File: src/rtl/hazard_scoreboard.sv
// hazard_scoreboard: decode stall, latch nop controls and X-stage bypass
// selects for the five-stage pipeline with multi-cycle mul/div support.
// Keeps registered X/M/W destination shadows plus a per-register pending
// scoreboard for in-flight multi-cycle ops.
// Optional build macro: HAZARD_PERF_CNT_EN enables the three event counters;
// without it the perf_* outputs are tied to zero.

// Per-operand bypass select: M beats W, register 0 and unread operands
// always come from the register file.
module hazard_byp_sel #(
    parameter int RADDR = 5
) (
    input  logic             x_valid,
    input  logic             rd_en,
    input  logic [RADDR-1:0] src,
    input  logic             m_valid,
    input  logic             m_writes,
    input  logic [RADDR-1:0] m_rd,
    input  logic             w_valid,
    input  logic             w_writes,
    input  logic [RADDR-1:0] w_rd,
    output logic [1:0]       sel
);

    // Select the youngest in-flight producer of this operand.
    always_comb begin
        sel = 2'b00;
        if (x_valid && rd_en && (src != '0)) begin
            if (m_valid && m_writes && (m_rd == src)) begin
                sel = 2'b01;
            end else if (w_valid && w_writes && (w_rd == src)) begin
                sel = 2'b10;
            end
        end
    end

endmodule

module hazard_scoreboard #(
    parameter int NREGS   = 32,
    parameter int RADDR   = 5,
    parameter int MAX_OUT = 4
) (
    input  logic             clock,
    input  logic             reset,
    input  logic             d_valid,
    input  logic [RADDR-1:0] d_rs,
    input  logic [RADDR-1:0] d_rt,
    input  logic [RADDR-1:0] d_rd,
    input  logic [2:0]       d_reads,
    input  logic             d_writes,
    input  logic             d_is_load,
    input  logic             d_is_md,
    input  logic             flush,
    input  logic             md_done,
    input  logic [RADDR-1:0] md_rd,
    output logic             stall_d,
    output logic             nop_fd,
    output logic             nop_dx,
    output logic [1:0]       byp_rs,
    output logic [1:0]       byp_rt,
    output logic [1:0]       byp_rd,
    output logic [3:0]       md_outstanding,
    output logic             md_err,
    output logic [31:0]      perf_load_stall,
    output logic [31:0]      perf_md_stall,
    output logic [31:0]      perf_flush
);

    // X keeps its source fields too, since bypass is resolved for the
    // instruction sitting in X; M and W only need the destination side.
    typedef struct packed {
        logic             valid;
        logic [RADDR-1:0] rs;
        logic [RADDR-1:0] rt;
        logic [RADDR-1:0] rd;
        logic [2:0]       reads;
        logic             writes;
        logic             is_load;
    } x_shadow_t;

    typedef struct packed {
        logic             valid;
        logic [RADDR-1:0] rd;
        logic             writes;
        logic             is_load;
    } mw_shadow_t;

    x_shadow_t              x_q, x_d;
    mw_shadow_t             m_q, m_d, w_q, w_d;
    logic [NREGS-1:0]       pending_q, pending_d;
    logic [3:0]             count_q, count_d;
    logic                   err_q, err_d;

    logic [2:0][RADDR-1:0]  d_src;
    logic [2:0][RADDR-1:0]  x_src;
    logic [2:0][1:0]        byp;
    logic                   d_wr_eff;
    logic                   load_stall;
    logic                   md_raw;
    logic                   md_waw;
    logic                   md_struct;
    logic                   md_stall;
    logic                   advance;
    logic                   issue;
    logic                   done_ok;
    logic                   done_bad;

    assign d_src    = {d_rd, d_rt, d_rs};
    assign x_src    = {x_q.rd, x_q.rt, x_q.rs};
    // A write to r0 is architecturally a no-op, so never track it.
    assign d_wr_eff = d_writes && (d_rd != '0);

    // Source hazards: load-use against X, RAW against the pending scoreboard.
    always_comb begin
        load_stall = 1'b0;
        md_raw     = 1'b0;
        for (int i = 0; i < 3; i++) begin
            if (d_reads[i] && (d_src[i] != '0)) begin
                if (x_q.valid && x_q.is_load && x_q.writes && (x_q.rd == d_src[i])) begin
                    load_stall = 1'b1;
                end
                if (pending_q[d_src[i]]) begin
                    md_raw = 1'b1;
                end
            end
        end
    end

    assign md_waw    = d_wr_eff && pending_q[d_rd];
    assign md_struct = d_is_md && (count_q == 4'(MAX_OUT));
    assign md_stall  = md_raw || md_waw || md_struct;

    // Flush wins over stall: the D instruction is being discarded anyway.
    assign stall_d = d_valid && !flush && (load_stall || md_stall);
    assign nop_fd  = flush;
    assign nop_dx  = flush || stall_d;

    assign advance  = d_valid && !stall_d && !flush;
    assign issue    = advance && d_is_md && (d_rd != '0);
    assign done_ok  = md_done && pending_q[md_rd];
    assign done_bad = md_done && !pending_q[md_rd];

    // Shadow pipeline: D->X only on a clean advance, M/W always shift.
    always_comb begin
        x_d = '0;
        if (advance) begin
            x_d.valid   = 1'b1;
            x_d.rs      = d_rs;
            x_d.rt      = d_rt;
            x_d.rd      = d_rd;
            x_d.reads   = d_reads;
            x_d.writes  = d_wr_eff;
            x_d.is_load = d_is_load;
        end
        m_d.valid   = x_q.valid;
        m_d.rd      = x_q.rd;
        m_d.writes  = x_q.writes;
        m_d.is_load = x_q.is_load;
        w_d         = m_q;
    end

    // Scoreboard update; a same-register set/clear is prevented by the WAW stall.
    always_comb begin
        pending_d = pending_q;
        if (done_ok) begin
            pending_d[md_rd] = 1'b0;
        end
        if (issue) begin
            pending_d[d_rd] = 1'b1;
        end
        count_d = count_q;
        case ({issue, done_ok})
            2'b10:   count_d = count_q + 4'd1;
            2'b01:   count_d = count_q - 4'd1;
            default: count_d = count_q;
        endcase
        err_d = err_q || done_bad;
    end

    // State registers with synchronous reset.
    always_ff @(posedge clock) begin
        if (reset) begin
            x_q       <= '0;
            m_q       <= '0;
            w_q       <= '0;
            pending_q <= '0;
            count_q   <= '0;
            err_q     <= 1'b0;
        end else begin
            x_q       <= x_d;
            m_q       <= m_d;
            w_q       <= w_d;
            pending_q <= pending_d;
            count_q   <= count_d;
            err_q     <= err_d;
        end
    end

    // One bypass selector per X operand (rs, rt, rd).
    for (genvar g = 0; g < 3; g++) begin : g_byp
        hazard_byp_sel #(.RADDR(RADDR)) u_sel (
            .x_valid  (x_q.valid),
            .rd_en    (x_q.reads[g]),
            .src      (x_src[g]),
            .m_valid  (m_q.valid),
            .m_writes (m_q.writes),
            .m_rd     (m_q.rd),
            .w_valid  (w_q.valid),
            .w_writes (w_q.writes),
            .w_rd     (w_q.rd),
            .sel      (byp[g])
        );
    end

    assign byp_rs         = byp[0];
    assign byp_rt         = byp[1];
    assign byp_rd         = byp[2];
    assign md_outstanding = count_q;
    assign md_err         = err_q;

    // is_load is carried through M/W for debug visibility only.
    logic unused_shadow;
    assign unused_shadow = m_q.is_load ^ w_q.is_load;

`ifdef HAZARD_PERF_CNT_EN
    logic [31:0] perf_load_q, perf_load_d;
    logic [31:0] perf_md_q,   perf_md_d;
    logic [31:0] perf_fl_q,   perf_fl_d;
    logic        load_ev;
    logic        md_ev;

    // A stall cycle may count in both counters; flush suppresses stall events.
    assign load_ev = d_valid && !flush && load_stall;
    assign md_ev   = d_valid && !flush && md_stall;

    // Free-running event counters, wrapping naturally at 2^32.
    always_comb begin
        perf_load_d = perf_load_q + {31'b0, load_ev};
        perf_md_d   = perf_md_q   + {31'b0, md_ev};
        perf_fl_d   = perf_fl_q   + {31'b0, flush};
    end

    // Counter registers.
    always_ff @(posedge clock) begin
        if (reset) begin
            perf_load_q <= '0;
            perf_md_q   <= '0;
            perf_fl_q   <= '0;
        end else begin
            perf_load_q <= perf_load_d;
            perf_md_q   <= perf_md_d;
            perf_fl_q   <= perf_fl_d;
        end
    end

    assign perf_load_stall = perf_load_q;
    assign perf_md_stall   = perf_md_q;
    assign perf_flush      = perf_fl_q;
`else
    assign perf_load_stall = '0;
    assign perf_md_stall   = '0;
    assign perf_flush      = '0;
`endif

endmodule

File: config.mk
export PLATFORM = sky130hd
export DESIGN_NAME = hazard_scoreboard
export DESIGN_NICKNAME = d
export VERILOG_FILES = /design/src/rtl/hazard_scoreboard.sv
export SDC_FILE = /design/constraint.sdc
export NUM_CORES = 1
export LEC_CHECK = 0
export CORE_UTILIZATION = 40
export CTS_CLUSTER_DIAMETER = 30
export DETAILED_ROUTE_END_ITERATION = 10
export DONT_BUFFER_PORTS = 1
export SYNTH_ARGS = -nofsm -noshare
export SYNTH_HDL_FRONTEND = slang
export SYNTH_HIERARCHICAL = 1
export SYNTH_SLANG_ARGS = --single-unit
File: constraint.sdc
create_clock -name clock -period 4.54 [get_ports clock]
set_input_delay 0.681 -clock clock [delete_from_list [all_inputs] [get_ports clock]]
set_output_delay 0.681 -clock clock [all_outputs]
set_load 0.03 [all_outputs]
==> results of run 1 <==
[worst register-to-register path: cells and delay by family, from the launching register on]
family / cells / cell delay [ns]
flip-flops: 1 / 0.38
multiplexers: 1 / 0.46
AND/OR/NAND/NOR: 4 / 1.27
AO/OA/AOI/OAI: 4 / 0.59
adder cells (fa/ha/maj): 2 / 0.47
XOR/XNOR: 2 / 0.26
[power by group]
group | internal [mW] | switching [mW] | leakage (nW) | total, mW
logic | 0.0563 | 0.182 | 1.58 | 0.239
clock network | 0.536 | 0.294 | 0.154 | 0.830
registers | 0.641 | 0.0169 | 0.582 | 0.658
total | 1.23 | 0.493 | 2.32 | 1.73
[layout make-up]
class | count | area (µm²) | area share (%)
multi-input cells | 542 | 3950 | 65.3
flip-flops and latches | 72 | 1440 | 23.8
well taps | 184 | 230 | 3.81
clock buffers | 9 | 225 | 3.72
clock inverters | 7 | 120 | 1.99
repair buffers | 8 | 57.6 | 0.952
inverters | 7 | 26.3 | 0.434
[per-stage QoR]
| stage | hold slack (ns) | setup WS (ns) | total power [mW] | utilization (%) |
|---|---|---|---|---|
| floorplan | 0.430 | 0.670 | 0.979 | - |
| global placement | 0.449 | 0.804 | 0.906 | 39.1 |
| detailed placement | 0.458 | 0.737 | 0.909 | 39.1 |
| CTS | 0.388 | 1.05 | 1.73 | 41.5 |
| global route | 0.391 | 0.820 | 1.77 | 41.5 |
| finish | 0.392 | 1.05 | 1.73 | 41.5 |
[placed cells by master, fill, tap and decap left out, types with 4 or more instances in the layout]
cell / synthesis / final
sky130_fd_sc_hd__nor4b_1: 4 / 4
sky130_fd_sc_hd__conb_1: 1 / 96
sky130_fd_sc_hd__o22ai_1: 4 / 4
sky130_fd_sc_hd__buf_4: 99 / 7
sky130_fd_sc_hd__nor2_1: 17 / 17
sky130_fd_sc_hd__clkbuf_16: 0 / 9
sky130_fd_sc_hd__nor3b_1: 4 / 4
sky130_fd_sc_hd__o21ai_0: 32 / 32
sky130_fd_sc_hd__or4_1: 7 / 7
sky130_fd_sc_hd__nand2_1: 25 / 25
sky130_fd_sc_hd__xor2_1: 19 / 19
sky130_fd_sc_hd__clkinvlp_4: 0 / 4
sky130_fd_sc_hd__a21oi_1: 7 / 7
sky130_fd_sc_hd__mux4_2: 20 / 20
sky130_fd_sc_hd__nand2b_1: 7 / 7
sky130_fd_sc_hd__nor2b_1: 55 / 55
sky130_fd_sc_hd__inv_1: 7 / 7
sky130_fd_sc_hd__nor3_2: 16 / 16
sky130_fd_sc_hd__nand4_1: 9 / 9
sky130_fd_sc_hd__dfxtp_1: 72 / 72
sky130_fd_sc_hd__o31ai_2: 29 / 29
sky130_fd_sc_hd__a32oi_1: 4 / 4
sky130_fd_sc_hd__nor4_1: 6 / 6
sky130_fd_sc_hd__xnor2_1: 30 / 30
sky130_fd_sc_hd__nor3_1: 6 / 6
sky130_fd_sc_hd__o31ai_1: 5 / 5
sky130_fd_sc_hd__or3_1: 38 / 38
sky130_fd_sc_hd__mux2i_1: 19 / 19
sky130_fd_sc_hd__nand3b_1: 23 / 23
sky130_fd_sc_hd__nand3_1: 10 / 10
sky130_fd_sc_hd__and3_1: 4 / 4
[routing by layer]
layer  vias up  wire length, µm  track usage (%)
met5         -                0                0
met4         0              218             5.53
met3        27             1450             6.01
met2       210             7230             30.8
met1      2273             6870             27.5
li1       2160                -                -
[synth_stat cells, types with 3 or more instances]
cell type                   count  area, µm²
sky130_fd_sc_hd__nor2_1        17       63.8
sky130_fd_sc_hd__o31ai_1        5       37.5
sky130_fd_sc_hd__mux2i_1       19        190
sky130_fd_sc_hd__o21ai_0       32        160
sky130_fd_sc_hd__or3_1         38        238
sky130_fd_sc_hd__xnor2_1       30        263
sky130_fd_sc_hd__o211ai_2       3       37.5
sky130_fd_sc_hd__nor4_1         6       37.5
sky130_fd_sc_hd__nor3_2        16        160
sky130_fd_sc_hd__mux4_2        20        450
sky130_fd_sc_hd__ha_1           3       37.5
sky130_fd_sc_hd__o21ai_1        3       15.0
sky130_fd_sc_hd__buf_2         10       50.1
sky130_fd_sc_hd__mux2_2         3       33.8
sky130_fd_sc_hd__nor2b_1       55        344
sky130_fd_sc_hd__buf_1          3       11.3
sky130_fd_sc_hd__nor4b_1        4       35.0
sky130_fd_sc_hd__o31ai_2       29        363
sky130_fd_sc_hd__nor3_1         6       30.0
sky130_fd_sc_hd__and3_1         4       25.0
sky130_fd_sc_hd__nand4_1        9       56.3
sky130_fd_sc_hd__xor2_1        19        166
sky130_fd_sc_hd__nand2_1       25       93.8
sky130_fd_sc_hd__o22ai_1        4       25.0
sky130_fd_sc_hd__buf_6          5       56.3
sky130_fd_sc_hd__nor3b_1        4       30.0
sky130_fd_sc_hd__or4_1          7       52.6
sky130_fd_sc_hd__a21oi_1        7       35.0
sky130_fd_sc_hd__dfxtp_1       72       1440
sky130_fd_sc_hd__inv_1          7       26.3
sky130_fd_sc_hd__nand2b_1       7       43.8
sky130_fd_sc_hd__clkbuf_1      24       90.1
sky130_fd_sc_hd__nand3b_1      23        173
sky130_fd_sc_hd__a32oi_1        4       35.0
sky130_fd_sc_hd__nand3_1       10       50.1
sky130_fd_sc_hd__a2111oi_0      3       26.3
sky130_fd_sc_hd__buf_4         99        743
[flip-flops by register name (all words and copies together) (netlist names)]
signal	cells
w_q	7
pending_q	32
md_outstanding	4
m_q	7
md_err	1
m_d	8
x_q	13
[logic make-up after synthesis]
group	after synthesis	synth area share [%]
AOI/OAI and AO/OA	107	14.6
xor gates and xnor gates	49	7.15
adders and majority gates	3	0.625
buffers and inverters	148	16.3
DFF	72	24.0
muxes	43	11.4
other	1	0.0625
and+or+nand+nor	244	25.8
[worst paths after layout]
check | to | slack (ns)
setup reg to reg | md_outstanding[2]$_SDFFE_PP0P_ | 1.05
setup / recovery | md_outstanding[2]$_SDFFE_PP0P_ | 1.05
hold reg to reg | m_q[1]$_SDFF_PP0_ | 0.46
hold / removal | md_outstanding[2]$_SDFFE_PP0P_ | 0.39
==> results.env, run 1 <==
STATUS='complete, no violations'
TRITONCTS_NUM_SINKS=72
TIMING.CRITICAL_PATH.ARRIVAL_NS=3.78
CP_NUM_CELLS=13
SYNTHCELLS=667
POSTCTSSETUPBUFFERS=0
CRIT_TYPE='flop to flop'
WORSTPATHREQUIRED_NS=4.83
R2R.WORST_PATH.CELLS=13
SYNTH.YOSYS.SEQ_AREA_SHARE_PCT=24.0
NUMPLACEDINSTANCES=813
CTS_BUFFERS=9
FILLCELLCOUNT=1420
FIRST_PASS_GRT_WIRE_LENGTH_MM=24.3
POWER.DENSITY_CELL_AREA_nW_PER_UM2=286
VIAS=4670
FP.DIEW_UM=124
CTS-ROOT-BUF='sky130_fd_sc_hd__clkbuf_16'
FIN_SETUP_TNS_NS=0
FP.DIEH_UM=124
ROUTE.DETAILED.WL_PER_INST_UM=19.0
SYNTHARSTFLOPSHARE_PCT=0
DETAIL-ROUTE-ANTENNA-NETS=0
SKEW_NS=0.00488
SYNTH-EDFF-COUNT=0
INITIAL_UTILIZATION_PCT=41.1
SYNTHTOLAYOUTAREAGROWTH_PCT=0.771
ANTENNADIODECOUNT=0
P_LEAK_nW=2.32
CRITICAL_PATH.STARTPOINT_TYPE='flop'
SLOWEST_STAGE='sky130_fd_sc_hd__mux4_2'
TRITONCTS_CLOCK_TREE='built'
MAX-CLOCK-PATH-BUFFERS=2
YOSYS_WARNINGS=6
SETUP_VIOLATIONS=0
GLOBALPLACE.CONGESTION=0.861
MIN_PERIOD_OVER_PERIOD_PCT=76.9
FIRST_GLOBAL_VIAS=4267
CAP_VIOLATIONS=0
SYNTHFLOPTYPE='sky130_fd_sc_hd__dfxtp_1'
STDCELL_COUNT=829
DRT-TOTAL-WL_MM=15.8
TIGHTESTPINTRANSITION_NS=0.849
TIMING.CRITICAL_PATH.CELLS='mux4_2 > and3_1 > a31o_1 > nor4_4 > o21ai_4 > or3_1 > ha_1 > xor2_1 > ha_1 > a21oi_1 > xor2_1 > or3_1 > a21oi_1'
CP_SLOWEST_STAGE_DELAY_NS=0.46
STARTPOINT='pending_q[6]$_SDFF_PP0_'
DETAIL_ROUTE.ITER0.VIOLATIONS=431
RSZ_0062_RAISED_AFTER_GLOBAL_ROUTING='no'
DRIVE_GT1_SHARE_PCT=15.8
DP.FINAL_HPWL_MM=11.3
GRT.TOTAL_USAGE_PCT=20.2
DRT_DRC_VIOLATIONS_LEFT=0
HTREEDEPTH=3
TOP_LEVEL_PORTS=141
SYN_AREA_UM2=6000
TIMING_HOLD_VIOLATIONS_FINAL=0
CTS-HOLD-FIX-BUFFERS=0
INSERTION_DELAY_NS=0.35
DRT-PASS1-ITER-COUNT=5
SLEW_HEADROOM_PCT=43.4
GRT_REMAINING_OVERFLOW=0
WORST-PATH-MAX-FANOUT=5
CTS.REPORTEDPATHS.CLKPINSLEW_NS=0.06
DESIGN.FINAL.NETS=674
STD_CELL_ROWS=44
MIN_PATH_TYPE='input pin to flop'
FINALMAXSLEWVIOLATIONS=0
MAXIMUM_NUMBER_OF_PINS_ON_ONE_NET_BEFORE_GLOBAL_ROUTE_REPAIR=74
TIMING.RR.START='pending_q[6]$_SDFF_PP0_'
FMAXACHIEVABLE_MHz=286
SYNTH_AREA_PER_CELL_UM2=9.00
CORE_OUTLINE_AREA_UM2=14600
FIN_CRIT_NS=3.49
PLACED_AREA_UM2=5700
CRITPATHTOPFAMILY='simple AND/OR/NAND/NOR gates'
PATH_BUF_INV=0
DIE-AREA_UM2=15500
POST_CTS.RESIZED_INSTANCES=0
WORST_SETUP_PATH_END_KIND='flop'
VDD_IR_DROP_MAX_V=0.000185
GRT_ANTENNA_BEFORE_REPAIR=0
NUMPORTBUFFERS=0
FINAL_CELL_AREA_UM2=6050
MIN_PATH_CELLS=1
HOLD_PATH.STARTPOINT='reset'
VIAS_PER_CELL=5.63
SYNTHDISTINCTLIBCELLS=61
YOSYS_REGISTER_BITS=72
Note: power is estimated with default switching activity, not from simulation.
==> run 2: changes to the inputs <==
==> constraint.sdc (replaced) <==
create_clock -name clock -period 3.5 [get_ports clock]
set_input_delay 0.525 -clock clock [delete_from_list [all_inputs] [get_ports clock]]
set_output_delay 0.525 -clock clock [all_outputs]
set_load 0.03 [all_outputs]
==> run 2 against run 1 <==
Sequential power up 29%. Via count barely moved. Final area increased by 1.5%. Clock-buffer cell count grew 1.
==> results.env, run 2 (synthesis gave the netlist of run 1 again) <==
STATUS='complete, no violations'
FIN_CRIT_NS=3.32
CELLINTERNALPOWER_mW=1.60
SETUP_VIOLATIONS=0
TIGHTESTPINTRANSITION_NS=0.850
FP.DIEH_UM=124
COMBINATIONALPOWERSHARE_PCT=14.3
NUMPORTBUFFERS=0
FIRST_GLOBAL_VIAS=4319
DRIVE_GT1_SHARE_PCT=17.6
POWER.DENSITY_CELL_AREA_nW_PER_UM2=362
WORSTPATHREQUIRED_NS=3.77
VDD_IR_DROP_MAX_V=0.000230
CTS-ROOT-BUF='sky130_fd_sc_hd__clkbuf_16'
DRT_DRC_VIOLATIONS_LEFT=0
GRT_BUSIEST_LAYER='met2'
PLACED_AREA_UM2=5800
CRITICAL_PATH.STARTPOINT_TYPE='flop'
LARGEST-REGISTER='pending_q'
P_SW_SHARE_PCT=27.8
P_LEAK_nW=2.37
GLOBALPLACE.CONGESTION=0.910
STD_CELL_ROWS=44
GRT_USE_MET2_PCT=32.3
FINAL_CELL_AREA_UM2=6140
MIN_PERIOD_OVER_PERIOD_PCT=94.7
TRITONCTS_CLOCK_TREE='built'
FILLCELLCOUNT=1457
GRT_ANTENNA_BEFORE_REPAIR=0
SLEW_HEADROOM_PCT=43.3
POWER.SWITCHING_mW=0.619
TRITONCTS_NUM_SINKS=72
SKEW_NS=0.00575
DETAIL_ROUTE.ITER0.VIOLATIONS=424
ROUTE.DETAILED.WL_PER_INST_UM=18.9
DETAIL-ROUTE-ANTENNA-NETS=0
FINALMAXSLEWVIOLATIONS=0
CORE_OUTLINE_AREA_UM2=14600
LEADING_CELL_TYPE_IN_THE_LAYOUT_FILL_AND_TAPS_EXCLUDED='sky130_fd_sc_hd__conb_1'
INITIAL_UTILIZATION_PCT=41.1
CRIT_TYPE='flop to flop'
GRT.TOTAL_USAGE_PCT=20.3
GR-USAGE-MET3_PCT=5.84
VIAS=4673
DIE-AREA_UM2=15500
MIN_PATH_CELLS=1
MAXIMUM_NUMBER_OF_PINS_ON_ONE_NET_BEFORE_GLOBAL_ROUTE_REPAIR=74
CTS_BUFFERS=9
POST_CTS.RESIZED_INSTANCES=0
DRT-PASS1-ITER-COUNT=5
CTS-HOLD-FIX-BUFFERS=0
MOST_FREQUENT_CELLS_IN_THE_LAYOUT='96 x sky130_fd_sc_hd__conb_1, 72 x sky130_fd_sc_hd__dfxtp_1, 55 x sky130_fd_sc_hd__nor2b_1, 37 x sky130_fd_sc_hd__or3_1, 32 x sky130_fd_sc_hd__o21ai_0'
WORST_SETUP_PATH_END_KIND='flop'
DRT-TOTAL-WL_MM=15.8
MAX-CLOCK-PATH-BUFFERS=2
FIRST_PASS_GRT_WIRE_LENGTH_MM=24.7
TOP_LEVEL_PORTS=141
PLACE_WORST_SETUP_SLACK_NS=0.0604
VIAS_PER_CELL=5.58
ANTENNADIODECOUNT=0
FMAXACHIEVABLE_MHz=302
MIN_PATH_TYPE='input pin to flop'
USE_MET1_PCT=26.1
POWER.SEQUENTIAL.FRACTION_PCT=38.2
R2R.WORST_PATH.CELLS=12
CTS.REPORTEDPATHS.CLKPINSLEW_NS=0.05
POSTCTSSETUPBUFFERS=0
HTREEDEPTH=3
LARGEST_REGISTER_FF_COUNT=32
TIMING.CRITICAL_PATH.ARRIVAL_NS=3.59
FIN_SETUP_TNS_NS=0
SETUP_SLACK_NS=0.185
RSZ_0062_RAISED_AFTER_GLOBAL_ROUTING='no'
WORST-PATH-MAX-FANOUT=5
INSERTION_DELAY_NS=0.34
CAP_VIOLATIONS=0
DP.FINAL_HPWL_MM=11.3
FP.DIEW_UM=124
DESIGN.FINAL.NETS=683
GRT_REMAINING_OVERFLOW=0
TIMING_HOLD_VIOLATIONS_FINAL=0
SHARE_CLK_OF_TOTAL_POWER_PCT=47.4
SYNTHTOLAYOUTAREAGROWTH_PCT=2.27
-- run 2: area by class of cell --
class	count	area, µm²	share of cell area (%)
clock buffer	10	229	3.73
multi-input combinational	542	3980	64.8
inverter	7	26.3	0.428
tap	184	230	3.75
clock inverter	6	108	1.75
sequential	72	1440	23.5
timing repair buffer	17	128	2.08
-- run 2: path summary, 6_finish.rpt --
path                            start                             end  slack (ns)
max reg2reg  pending_q[29]$_SDFF_PP0_  md_outstanding[2]$_SDFFE_PP0P_        0.18
min                             reset               w_q[3]$_SDFF_PP0_        0.26
max          pending_q[29]$_SDFF_PP0_  md_outstanding[2]$_SDFFE_PP0P_        0.18
min reg2reg         m_d[1]$_SDFF_PP0_               m_q[1]$_SDFF_PP0_        0.45
-- run 2: power groups by stage --
stage	registers, mW	clock network (mW)	logic, mW
floorplan	0.865	0	0.408
global placement	0.867	0	0.313
detailed placement	0.868	0	0.315
CTS	0.850	1.06	0.316
global route	0.851	1.10	0.338
finish	0.850	1.05	0.318
-- run 2: critical path, cell delays in order (launching register included) --
cell                      delay, ns
sky130_fd_sc_hd__dfxtp_1       0.37
sky130_fd_sc_hd__mux4_2        0.49
sky130_fd_sc_hd__a32o_1        0.29
sky130_fd_sc_hd__nor4_4        0.39
sky130_fd_sc_hd__o21ai_4       0.08
sky130_fd_sc_hd__or3_4         0.41
sky130_fd_sc_hd__ha_4          0.19
sky130_fd_sc_hd__xor2_1        0.16
sky130_fd_sc_hd__ha_2          0.21
sky130_fd_sc_hd__a21oi_2       0.04
sky130_fd_sc_hd__xor2_1        0.15
sky130_fd_sc_hd__or3_1         0.32
sky130_fd_sc_hd__a21oi_1       0.14
-- run 2: layer usage --
layer,vias up,share of wire [%]
met2,196,48
li1,2175,-
met5,-,0
met4,0,2.4
met3,33,7.7
met1,2269,42
-- run 2: stage by stage --
stage / cells / total power [mW] / hold WS [ns] / util [%]
after floorplan: 762 / 1.27 / 0.430 / -
after global placement: 822 / 1.18 / 0.447 / 39.8
after detailed placement: 822 / 1.18 / 0.450 / 39.8
after CTS: 838 / 2.23 / 0.253 / 42.1
after global routing: 838 / 2.29 / 0.251 / 42.1
final: 838 / 2.22 / 0.256 / 42.1
